## config.mk

```make
export PLATFORM = sky130hd
export DESIGN_NAME = tree_update_ctrl
export DESIGN_NICKNAME = d
export VERILOG_FILES = /design/src/rtl/tree_update_ctrl_pkg.sv /design/src/rtl/tree_update_ctrl.sv
export SDC_FILE = /design/constraint.sdc
export NUM_CORES = 1
export LEC_CHECK = 0
export BUFFER_PORTS_ARGS = -buffer_cell sky130_fd_sc_hd__clkbuf_2
export CORE_ASPECT_RATIO = 2
export CORE_MARGIN = 4
export CORE_UTILIZATION = 56
export DETAILED_ROUTE_END_ITERATION = 10
export PLACE_DENSITY = 0.8
export SLEW_MARGIN = 10
export SYNTH_ARGS = -nofsm -noshare
export SYNTH_HDL_FRONTEND = slang
export SYNTH_SLANG_ARGS = --single-unit
```

## constraint.sdc

```tcl
create_clock -name clk -period 2.9 [get_ports clk]
set_clock_uncertainty 0.05 [all_clocks]
set_input_delay 0.145 -clock clk [delete_from_list [all_inputs] [get_ports clk]]
set_output_delay 0.145 -clock clk [all_outputs]
set_load 0.01 [all_outputs]
```

## src/rtl/tree_update_ctrl_pkg.sv

```systemverilog
// Shared definitions for the tree node-RAM update controller: header layout,
// opcode, FSM encoding and the node word width used by the tree levels.
package tree_update_ctrl_pkg;

    // Node word width shared with the tree level modules.
    localparam int node_width_default = 16;

    // Only block writes are recognised.
    localparam logic [3:0] opc_block_write = 4'hA;

    // Header word layout: [31:28] opcode, [27:24] level, [23:12] start, [11:0] count-1.
    typedef struct packed {
        logic [3:0]  opcode;
        logic [3:0]  level;
        logic [11:0] start;
        logic [11:0] count;
    } header_t;

    typedef enum logic [1:0] {
        st_idle  = 2'd0,
        st_drain = 2'd1,
        st_write = 2'd2,
        st_done  = 2'd3
    } state_t;

    // A header is usable when it is a block write to an existing level and the
    // whole block (start .. start+count) lies inside that level's 2^L nodes.
    // The end address is formed in 13 bits so it can never wrap.
    function automatic logic header_ok(input header_t h, input int unsigned levels);
        logic [12:0] block_end;
        logic [12:0] level_size;
        block_end  = {1'b0, h.start} + {1'b0, h.count} + 13'd1;
        level_size = 13'd1 << h.level;
        if (h.opcode != opc_block_write) return 1'b0;
        if ({28'd0, h.level} >= levels)  return 1'b0;
        return block_end <= level_size;
    endfunction

endpackage

```

## src/rtl/tree_update_ctrl.sv

```systemverilog
// Tree update controller: takes a block-write header from the config stream,
// gates new lookups, waits for the pipeline to drain, then streams node words
// into the selected level's RAM before reopening the lookup path.
module tree_update_ctrl
    import tree_update_ctrl_pkg::*;
#(
    parameter int total_level  = 12,
    parameter int node_width   = node_width_default,
    parameter int drain_cycles = total_level
) (
    input  logic                   clk,
    input  logic                   rst,
    input  logic [31:0]            cfg_data_in,
    input  logic                   cfg_valid_in,
    output logic                   cfg_ready_out,
    input  logic                   lookup_valid_in,
    output logic                   lookup_valid_out,
    output logic                   lookup_stall_out,
    output logic [total_level-1:0] wr_en_out,
    output logic [total_level-2:0] wr_addr_out,
    output logic [node_width-1:0]  wr_data_out,
    output logic                   update_done_out,
    output logic                   err_out
);

    localparam int addr_w = total_level - 1;
    localparam int cnt_w  = $clog2(drain_cycles + 2);

    state_t                 state_q, state_d;
    header_t                hdr;
    logic                   hdr_ok;
    logic                   accept;
    logic [3:0]             level_q;
    logic [addr_w-1:0]      addr_q;
    logic [11:0]            remain_q;
    logic [cnt_w-1:0]       drain_q;
    logic [total_level-1:0] wr_en_q;
    logic [addr_w-1:0]      wr_addr_q;
    logic [node_width-1:0]  wr_data_q;
    logic                   err_q;

    assign hdr    = header_t'(cfg_data_in);
    assign hdr_ok = header_ok(hdr, total_level);
    assign accept = cfg_valid_in & cfg_ready_out;

    // Stall covers DRAIN, WRITE and DONE; it follows the registered state so it
    // drops the moment reset lands.
    assign lookup_stall_out = (state_q != st_idle);
    assign lookup_valid_out = lookup_valid_in & ~lookup_stall_out;
    assign cfg_ready_out    = (state_q == st_idle) || (state_q == st_write);
    assign update_done_out  = (state_q == st_done);
    assign wr_en_out        = wr_en_q;
    assign wr_addr_out      = wr_addr_q;
    assign wr_data_out      = wr_data_q;
    assign err_out          = err_q;

    // State register.
    always_ff @(posedge clk or posedge rst) begin
        // NOTE: clocked state uses non-blocking assignments so every flop samples
        // pre-edge values regardless of block ordering.
        if (rst) state_q <= st_idle;
        else     state_q <= state_d;
    end

    // Next-state logic.
    always_comb begin
        // NOTE: default first so every path assigns state_d and no latch is inferred.
        state_d = state_q;
        unique case (state_q)
            st_idle:  if (accept && hdr_ok)          state_d = st_drain;
            st_drain: if (drain_q <= cnt_w'(1))      state_d = st_write;
            st_write: if (accept && remain_q == '0)  state_d = st_done;
            st_done:                                 state_d = st_idle;
            default:                                 state_d = st_idle;
        endcase
    end

    // Header latch, drain/word counters and the registered write port.
    always_ff @(posedge clk or posedge rst) begin
        if (rst) begin
            level_q   <= '0;
            addr_q    <= '0;
            remain_q  <= '0;
            drain_q   <= '0;
            wr_en_q   <= '0;
            wr_addr_q <= '0;
            wr_data_q <= '0;
            err_q     <= 1'b0;
        end else begin
            wr_en_q <= '0;
            err_q   <= (state_q == st_idle) && accept && !hdr_ok;

            if (state_q == st_idle && accept && hdr_ok) begin
                level_q  <= hdr.level;
                addr_q   <= hdr.start[addr_w-1:0];
                remain_q <= hdr.count;
                drain_q  <= cnt_w'(drain_cycles);
            end

            if (state_q == st_drain && drain_q != '0)
                drain_q <= drain_q - cnt_w'(1);

            // Every accepted word in WRITE is data; headers are never decoded here.
            if (state_q == st_write && accept) begin
                wr_en_q   <= total_level'(1) << level_q;
                wr_addr_q <= addr_q;
                wr_data_q <= cfg_data_in[node_width-1:0];
                addr_q    <= addr_q + addr_w'(1);
                if (remain_q != '0) remain_q <= remain_q - 12'd1;
            end
        end
    end

endmodule

```

==> metrics.txt <==
initial antenna violation count=0; CTS tree=done; final net count=705; Vias/cell=5.99; Seq/Total Area, Yosys=0.429; Tot Pwr=0.00486 W; final hold vios=0; syn_nets=563; Worst Setup End Kind=flip-flop; Power Dens Cells=832 nW/um^2; DIE WIDTH=69.7 microns; top_reg_cell synth=dfrtp_1; vias in the first global route=4496; router iterations before antenna repair=4; Gate Count Post-Synth=491; min Tclk post-route=3.32 ns; DRC viols=0; worst rel slew slack=0.530; Hold Path End=wr_data_out[15]; Routed Antenna Nets=0; Final Max Slew Viols=0; Post-synth ARST share=1.00; Synth top cells by count=nand2_1, dfrtp_1, ha_1; violated checks=negative setup slack; GPL Wtd Cong=0.922; Synthesis Warnings=0; via count=4373; gr ovfl total=0; num rows=44; Die ar.=9150 sq um; CTS Buffer Depth=2; total track usage=0.290; worst reg2reg endpoint=remain_q[2]; filler cell count=455; antenna cells=0; status=finished, violations left; grt peak-use layer=met2; H-tree levels=3; initial detailed-routing violation count=435; Setup TNS=-11.99 ns; Worst setup SP type=input pin; most common cell in the netlist=nand2_1; overall routed net length=13.3 mm; WHS=0.0191 ns; Peak VDD IR=0.000607 V; synthesized cell area=4260 sq um; arrival time at the worst endpoint=3.49 ns; Fmax=301 MHz; Worst Reg2Reg Path Length in Cells=9; layout cells sized above 1=0.339; leading post-synthesis cells by cell area=dfrtp_1, nand2_1, ha_1; Worst Hold Class=in -> reg; dpl hpwl=9.05 mm; met3 GRT Util=0.0550; Hold Path Depth=3; reg-to-reg slack, setup=0.41 ns; DR WL/cell=18.2 microns; RSZ-0062 raised after global routing=yes; Port Buffer Count=79; EDFF count, synth=0; CTS root buffer=clkbuf_16; worst r2r src=remain_q[0]; largest net degree at the start of global routing=50; Final period util=1.15; post-synth top area share=0.429; CTS Buf Count=9; die extent in y=131 microns; core area=7320 sq um; Cell variety after synth=52; Clock Sinks=73; grt met2 use=0.518; I/O pin count=80; setup violators final=34; crit-path max FO=7; worst-skew pair later-pin latency=0.34 ns; hold path startpoint=cfg_data_in[15]; min setup slack post-route=-0.423 ns; max-cap violation count=0; Layout area overhead=37.2%; syn avg cell area=8.67 sq um; first-pass GRT wire length=21.3 mm; met1 GRT Util=0.297; Leakage Power=2.89 nW; Crit path required time=3.07 ns; Reg clk slew, reported paths=0.06 ns; Yosys top cell by area=dfrtp_1; Initial Util=0.582; synthesized flop and latch total=73; kind of critical path=in -> reg; Slew @ Worst Pin=0.702 ns
==> repair_timing <==
item	in CTS	in global routing
setup buffers	6	9
setup endpoints to repair	34	34
gates resized for setup	36	30
hold buffers	1	0
gates cloned	1	0
pin swaps	29	25
hold endpoints to repair	20	0
==> state kept, by name, summed over array words and instances (netlist names) <==
name         count
wr_en_out       12
wr_data_out     16
remain_q        12
wr_addr_out     11
drain_q          4
addr_q          11
state_q          2
err_out          1
level_q          4
==> per-layer routing <==
| metal | vias to the layer above | part of all wire |
|---|---|---|
| li1 | 1992 | - |
| met1 | 2091 | 0.34 |
| met2 | 219 | 0.53 |
| met3 | 71 | 0.060 |
| met4 | 0 | 0.076 |
| met5 | - | 0 |
==> stage by stage <==
stage | std cells | util | area (sq um) | worst slack [ns]
finish | 730 | 0.798 | 5840 | -0.423
global route | 730 | 0.798 | 5840 | -0.531
CTS | 723 | 0.772 | 5650 | -0.414
detailed placement | 699 | 0.702 | 5140 | -0.797
global placement | 699 | 0.702 | 5140 | -0.712
floorplan | 491 | - | 4340 | -0.454
==> worst max-delay path by stage <==
stage	startpoint	end	cells after the start
3_5_place_dp	cfg_data_in[12]	remain_q[5]	21
4_1_cts	cfg_data_in[12]	addr_q[4]	20
3_3_place_gp	cfg_data_in[12]	remain_q[5]	21
5_1_grt	cfg_data_in[1]	addr_q[7]	18
2_1_floorplan	cfg_data_in[12]	addr_q[5]	20
6_report	cfg_data_in[12]	remain_q[1]	22
==> logic make-up (layout without fill, tap and decap cells) <==
logic type                 count (synthesis)  after routing  synth area share
xor gates and xnor gates                  11             11            0.0226
adders and majority gates                 36             36             0.108
DFF                                       73             73             0.429
buffers and inverters                     34            181            0.0353
and+or+nand+nor                          235            235             0.246
AOI/OAI and AO/OA                        102            102             0.159
==> cells in the final DEF, fill, tap and decap left out, drive strengths merged, types with 10 or more instances in the layout <==
cell / synthesis / final
a31oi: 11 / 11
nor3: 10 / 10
a21oi: 23 / 23
dfrtp: 73 / 73
nand3: 22 / 22
buf: 8 / 69
nand2: 130 / 130
clkbuf: 8 / 86
o21ai: 27 / 27
ha: 35 / 35
inv: 18 / 22
nor2: 35 / 35
==> worst max-delay path, cell delays in order <==
cell,delay (ns)
buf_12,0.11
inv_12,0.04
ha_4,0.13
inv_2,0.03
fa_2,0.33
a21o_1,0.17
a21oi_2,0.14
o21bai_1,0.08
a21o_1,0.22
a31oi_4,0.20
o21a_1,0.18
o21ai_1,0.07
ha_1,0.30
nand4_1,0.13
a311o_1,0.38
nand4_1,0.16
buf_4,0.16
nand2_8,0.07
buf_8,0.14
buf_4,0.13
nand3_2,0.06
o211ai_1,0.08
==> layout make-up <==
type                            count  area [sq um]  share of cell area
Inverter                           18          85.1              0.0146
Clock inverter                      7          83.8              0.0143
Clock buffer                        9           225              0.0385
Sequential cell                    73          1830               0.313
Timing Repair Buffer              147           988               0.169
Tap cell                           92           115              0.0197
Multi-Input combinational cell    384          2520               0.431
==> power by group <==
part           switching (W)  internal, W
clock network       0.000482     0.000683
logic                0.00112     0.000833
registers           0.000346      0.00140
total                0.00195      0.00291
Power figures use the tool's default switching activity.
